--- config.mk ---
export PLATFORM = sky130hd
export DESIGN_NAME = read_resp_merger
export DESIGN_NICKNAME = d
export VERILOG_FILES = /design/src/rtl/frontend_command_definition_pkg.sv /design/src/rtl/read_resp_merger.sv
export SDC_FILE = /design/constraint.sdc
export NUM_CORES = 1
export LEC_CHECK = 0
export BUFFER_PORTS_ARGS = -buffer_cell sky130_fd_sc_hd__buf_2
export CELL_PAD_IN_SITES_DETAIL_PLACEMENT = 0
export CELL_PAD_IN_SITES_GLOBAL_PLACEMENT = 2
export CORE_AREA = 5 5 136 268
export CTS_CLUSTER_DIAMETER = 30
export DETAILED_ROUTE_END_ITERATION = 7
export DIE_AREA = 0 0 141 273
export HOLD_SLACK_MARGIN = 0.1
export PLACE_DENSITY = 0.84
export SLEW_MARGIN = 0
export SYNTH_ARGS = -nofsm -noshare
export SYNTH_HDL_FRONTEND = slang
export SYNTH_SLANG_ARGS = --single-unit
--- constraint.sdc ---
create_clock -name i_clk -period 2.1 [get_ports i_clk]
set_input_delay 0.315 -clock i_clk [delete_from_list [all_inputs] [get_ports i_clk]]
set_output_delay 0.315 -clock i_clk [all_outputs]
set_load 0.02 [all_outputs]
--- src/rtl/frontend_command_definition_pkg.sv ---
// Shared frontend command/response types: request IDs, read responses
// and the read-response buffer occupancy states.
package frontend_command_definition_pkg;

    localparam int unsigned REQ_ID_WIDTH    = 8;
    localparam int unsigned RESP_DATA_WIDTH = 128;

    typedef logic [REQ_ID_WIDTH-1:0] req_id_t;

    typedef struct packed {
        req_id_t                    id;
        logic [RESP_DATA_WIDTH-1:0] data;
    } read_resp_t;

    typedef enum logic [1:0] {
        ST_EMPTY = 2'd0,
        ST_ONE   = 2'd1,
        ST_TWO   = 2'd2
    } resp_buf_state_e;

endpackage

--- src/rtl/read_resp_merger.sv ---
// Pairs backend read-data beats with queued request IDs and delivers them
// in order to the frontend through a 2-entry buffer.
module read_resp_merger
    import frontend_command_definition_pkg::*;
#(
    parameter int unsigned DATA_WIDTH = 128,
    parameter int unsigned CNT_WIDTH  = 16
) (
    input  logic                  i_clk,
    input  logic                  i_rst_n,
    input  req_id_t               i_id_data,
    input  logic                  i_id_empty,
    output logic                  o_id_rd_en,
    input  logic                  i_rdata_valid,
    input  logic [DATA_WIDTH-1:0] i_rdata,
    output logic                  o_rdata_ready,
    output logic                  o_resp_valid,
    output req_id_t               o_resp_id,
    output logic [DATA_WIDTH-1:0] o_resp_data,
    input  logic                  i_resp_ready,
    output logic                  o_err_orphan,
    output logic [CNT_WIDTH-1:0]  o_resp_cnt
);

    resp_buf_state_e         state_q, state_d;
    req_id_t                 head_id_q, tail_id_q;
    logic [DATA_WIDTH-1:0]   head_data_q, tail_data_q;
    logic                    live_q;
    logic                    accept_c, push_c, orphan_c, deliver_c;
    logic                    load_head_c, load_tail_c, shift_c;

    // Handshake decode from registered state only; live_q keeps the
    // FIFO pop quiet in the first cycle out of reset.
    assign o_rdata_ready = (state_q != ST_TWO);
    assign o_resp_valid  = (state_q != ST_EMPTY);
    assign accept_c      = i_rdata_valid && o_rdata_ready && live_q;
    assign push_c        = accept_c && !i_id_empty;
    assign orphan_c      = accept_c && i_id_empty;
    assign deliver_c     = o_resp_valid && i_resp_ready;
    assign o_id_rd_en    = push_c;
    assign o_resp_id     = head_id_q;
    assign o_resp_data   = head_data_q;

    always_ff @(posedge i_clk or negedge i_rst_n) begin
        if (!i_rst_n) begin
            state_q <= ST_EMPTY;
        end else begin
            state_q <= state_d;
        end
    end

    always_comb begin
        state_d     = state_q;
        load_head_c = 1'b0;
        load_tail_c = 1'b0;
        shift_c     = 1'b0;
        case (state_q)
            ST_EMPTY: begin
                if (push_c) begin
                    load_head_c = 1'b1;
                    state_d     = ST_ONE;
                end
            end
            ST_ONE: begin
                if (push_c && deliver_c) begin
                    load_head_c = 1'b1;
                end else if (push_c) begin
                    load_tail_c = 1'b1;
                    state_d     = ST_TWO;
                end else if (deliver_c) begin
                    state_d     = ST_EMPTY;
                end
            end
            ST_TWO: begin
                if (deliver_c) begin
                    shift_c = 1'b1;
                    state_d = ST_ONE;
                end
            end
            default: state_d = ST_EMPTY;
        endcase
    end

    // Buffer entries; head always drives the response outputs.
    always_ff @(posedge i_clk or negedge i_rst_n) begin
        if (!i_rst_n) begin
            head_id_q   <= '0;
            head_data_q <= '0;
            tail_id_q   <= '0;
            tail_data_q <= '0;
        end else begin
            if (shift_c) begin
                head_id_q   <= tail_id_q;
                head_data_q <= tail_data_q;
            end
            if (load_head_c) begin
                head_id_q   <= i_id_data;
                head_data_q <= i_rdata;
            end
            if (load_tail_c) begin
                tail_id_q   <= i_id_data;
                tail_data_q <= i_rdata;
            end
        end
    end

    always_ff @(posedge i_clk or negedge i_rst_n) begin
        if (!i_rst_n) begin
            live_q       <= 1'b0;
            o_err_orphan <= 1'b0;
            o_resp_cnt   <= '0;
        end else begin
            live_q <= 1'b1;
            if (orphan_c) begin
                o_err_orphan <= 1'b1;
            end
            if (deliver_c) begin
                o_resp_cnt <= o_resp_cnt + CNT_WIDTH'(1);
            end
        end
    end

endmodule

### Yosys cells after proc, flatten, opt, wreduce, memory -nomap -nowiden

Cells that the tools add are included.

* flip-flop bits (word level): 292
* output and inout bits: 156

* add/sub/neg operators: 1
* eq/ne operators: 7
* multiplexer cells: 17
* reductions and logical operators: 11

Operators with widths (count)
* two-way mux 128 bit: 2
* adder 16 x 1 -> 16 bit (second input constant): 1
* two-way mux 8 bit: 2
* two-way mux 2 bit: 5
* != test 2 bit (second input constant): 4
* logical AND 1 bit: 6
* two-way mux 1 bit: 6
* one-hot mux 2 bit (3 select lines): 1
* AND reduction 4 bit: 1
* nonzero test 2 bit: 2
* != test 3 bit (second input constant): 1
* equality test 2 x 1 -> 1 bit (second input constant): 1
* equality test 2 bit (second input constant): 1
* logical NOT 2 bit: 1
* one-hot mux 1 bit (2 select lines): 1
* logical NOT 1 bit: 1

### Logic depth before layout (Yosys ltp)

* word-level depth: 8
* depth in mapped cells: 8
* mapped depth without buffers: 5

### Least setup slack after synthesis

No wires, ideal clock.

* path kind: register to register
* start: register o_resp_cnt[0]
* end: register o_resp_cnt[14]
* library setup time: 129 ps
* arrival time: 1500 ps
* path slack: 471 ps
* cell stages (with the launch flop): 6
* path buffers: 0
* clock period less this slack: 1629 ps
* path through: dfrtp_1 > ha_1 > o211ai_1 > nor4_2 > nand3_1 > xnor2_1

* word-level cells in the longest chain between the ends: 1

Ends and longest elaborated chain
* start: declaration: RTL line read_resp_merger.sv:22 `output logic [CNT_WIDTH-1:0] o_resp_cnt`
* start signal: assignment: RTL line read_resp_merger.sv:118 `o_resp_cnt <= o_resp_cnt + CNT_WIDTH'(1);`
* adder 16 x 1 -> 16 bit: RTL line read_resp_merger.sv:118

Every way passes these cells.
A chain may end at the register's enable or synchronous reset.

### Final worst setup path

* start: register state_q[1]
* end: output port o_resp_valid

* word-level cells in the longest chain between the ends: 1

Ends and longest elaborated chain
* start: declaration: RTL line read_resp_merger.sv:25 `resp_buf_state_e state_q, state_d;`
* start signal: assignment: RTL line read_resp_merger.sv:48 `state_q <= state_d;`
* nonzero test 2 bit: RTL line read_resp_merger.sv:35 `assign o_resp_valid = (state_q != ST_EMPTY);`
* end: declaration: RTL line read_resp_merger.sv:17 `output logic o_resp_valid,`

Every way passes these cells.

==> metrics.md <==
| Metric | Value |
|---|---|
| Status | `finished clean` |
| Cell with the largest stage delay on the worst path | `dfrtp_1` |
| Max_slew headroom | `roughly 62%` |
| FMAX | `543 MHz` |
| FILL cells | `3,092` |
| Core Region | `approximately 0.034 mm^2` |
| Seq. cell area | `0.00731 mm^2` |
| Placed cell count | `1,667` |
| Sequential fraction of the synthesis area | `61.9%` |
| Die width | `141 um` |
| Clock-pin slew on the worst setup and hold paths | `~0.050 ns` |
| PwrDens | `1140 mW/mm^2` |
| Die height | `273 um` |
| Tot GR Track Use | `17.5%` |
| Worst-path cell chain | `buf_4 -> or2_2 -> buf_2` |
| Initial antenna violation count | `0` |
| Crit path max-delay family | `flip-flops` |
| Layout cells sized above 1 | `38.1%` |
| Final Max Slew Viols | `0` |
| Final setup fails | `0` |
| Root Driver | `clkbuf_16` |
| Setup TNS | `0 ns` |
| Maximum number of pins on one net before global-route repair | `just over 80` |
| Via density | `just under 5` |
| Non-Filler Instances | `around 1,900` |
| IR drop worst, VDD | `0.000635 V` |
| Initial core utilization | `34.6%` |
| Worst path arrival time | `1.53 ns` |
| Antenna diodes | `0` |
| Final GP Congestion | `0.789` |
| Worst-Skew Late Latency | `approximately 0.53 ns` |
| DRT Pass-1 Iters | `6` |
| Async S/R FF share, synth | `100%` |
| Die area | `~0.038 mm^2` |
| Post-CTS Resized | `0` |
| Final Hold Viols | `0` |
| Setup repair after global routing missed its margin | `false` |
| Yosys warnings | `0` |
| CTS tree | `built` |
| Post-Route WL | `33,900 um` |
| CP max FO | `9` |
| Post-synthesis cell count | `956` |
| Mapped Nets | `around 1,100` |
| Vias | `9,157` |
| Num CTS Buffers | `46` |
| Crit path capture type | `output port` |
| Synth Flop Type | `dfrtp_1` |
| Area occupied by multi-input gates | `between 0.004 and 0.005 mm^2` |
| Worst Tran Pin Value | `0.563 ns` |
| Worst hold path type | `in2async` |
| GR Util met3 | `roughly 3.3%` |
| Synth Register Bits | `~300` |
| GR peak layer | `met2` |
| Clock sinks | `a little under 300` |
| H-tree depth | `2` |
| Rows | `96` |
| Met1 Use GR | `18.3%` |
| Initial DRC count | `roughly 440` |
| Syn Area/Cell | `approximately 12 um^2` |
| Post-DP HPWL | `22,700 um` |
| WHS | `roughly 0.33 ns` |
| Gr ovfl total | `0` |
| First-pass GRT wire length | `between 50,000 and 60,000 um` |
| Kind of critical path | `reg2out` |
| Leak | `8.74 nW` |
| Vias in the first global route | `a little over 10,000` |
| Number of buffers and inverters on the critical path | `2` |
| DRC errors left | `0` |
| Final period util | `around 88%` |
| Post-synth EDFFs | `0` |
| Worst Skew | `about 0.016 ns` |
| Longest Clk Path Bufs | `3` |
| Number of I/O pins | `around 300` |
| Final nets | `between 1,500 and 2,000` |
| Drt wl/cell | `around 18 um` |
| Post-Syn Area | `approximately 0.012 mm^2` |
| Post-synth cell types | `37` |
| Met2 Track Usage GR | `31.6%` |
| Antenna Nets Post-Route | `0` |
| Max cap viols | `0` |
| Data required, critical path | `between 1.5 and 2 ns` |
| PortBufs | `296` |
| Minimum clock period | `approximately 1.8 ns` |
| Area delta synth->final | `43.6%` |
| Startpoint types | `flip-flop` |
| Critical Path Max Stage Delay | `roughly 0.37 ns` |
-- through the flow --
step	util (%)	instance area, um^2	worst slack [ns]	total power (W)
3_3_place_gp	40.9	13900	0.292	0.0114
6_report	49.7	16900	0.259	0.0194
5_1_grt	49.7	16900	0.111	0.0203
2_1_floorplan	-	11800	0.471	0.00991
4_1_cts	49.7	16900	0.226	0.0196
3_5_place_dp	40.9	13900	0.274	0.0115
-- placed cells by master (no fill, tap or decap), types with 2 or more instances in the layout --
cell type      instances
buf_2                295
dfrtp_1              292
nand2_1              279
dlygate4sd3_1        140
a22oi_1              136
mux2_2                97
clkbuf_16             49
mux2_4                40
buf_4                 21
buf_12                13
xnor2_1               10
clkbuf_8               6
nand3_1                5
xor2_1                 5
clkbuf_1               5
inv_6                  5
bufinv_16              5
nor2_1                 4
clkinv_2               4
clkinvlp_4             3
nand2b_1               2
nor3_1                 2
a21oi_1                2
clkinv_4               2
inv_8                  2
-- what timing repair did --
action / 4_1_cts / 5_1_grt
setup buffers: 0 / 0
hold buffers: 140 / 0
hold endpoints to repair: 326 / 0
endpoints found under the setup margin: 0 / 0
-- cells in the mapped netlist (2+ instances only) --
cell	number	area (um^2)
nor2_1	4	15.0
mux2_4	40	601
mux2_2	97	1090
buf_4	4	30.0
nand2_1	279	1050
clkbuf_1	20	75.1
xnor2_1	10	87.6
buf_6	9	101
a22oi_1	136	1020
dfrtp_1	292	7310
xor2_1	5	43.8
nor3_1	3	15.0
nand2b_1	2	12.5
buf_2	27	135
a21oi_1	2	10.0
nand3_1	5	25.0
-- power breakdown --
part           leakage (nW)  switching (W)  internal (W)
combinational          4.24        0.00205       0.00171
sequential             3.72       0.000810       0.00700
clock                 0.783        0.00271       0.00509
-- worst paths after layout --
path	start	slack, ns	to	cells after the start
max	state_q[1]	0.26	o_resp_valid	3
min	i_rst_n	0.33	o_resp_data[9]	2
max in group asynchronous	i_rst_n	1.01	o_resp_data[82]	3
min reg2reg	o_resp_data[82]	0.47	o_resp_data[82]	2
max reg2reg	state_q[0]	0.36	tail_data_q[14]	4
min in group i_clk	i_id_empty	0.38	state_q[1]	4
-- flip-flops by register name, summed over array words and instances (netlist names) --
register and cells:
tail_id_q 8, tail_data_q 128, o_resp_data 128, state_q 2, live_q 1, o_resp_cnt 16, o_resp_id 8, o_err_orphan 1
-- routing by layer --
metal / wire [um] / up-vias
met5: 0 / -
met4: 2240 / 0
met3: 1700 / 126
met2: 18200 / 291
met1: 11800 / 4513
li1: - / 4227
-- cell type report --
class,count,area share [%]
clock buffers,60,7.83
clock inverters,21,1.63
inverters,1,0.0221
multi-input cells,603,24.6
flip-flops and latches,292,43.1
well taps,441,3.26
repair buffers,470,19.5
-- kinds of logic after synthesis --
| kind of cell | count (synthesis) | share of synthesized area, % |
|---|---|---|
| compound gates | 143 | 9.15 |
| xor+xnor | 15 | 1.11 |
| fa+ha+maj | 1 | 0.106 |
| buf+inv | 61 | 2.93 |
| flops | 292 | 61.9 |
| mux | 138 | 14.4 |
| other cells | 1 | 0.0318 |
| simple gates | 305 | 10.3 |
(Power assumes the default switching activity.)
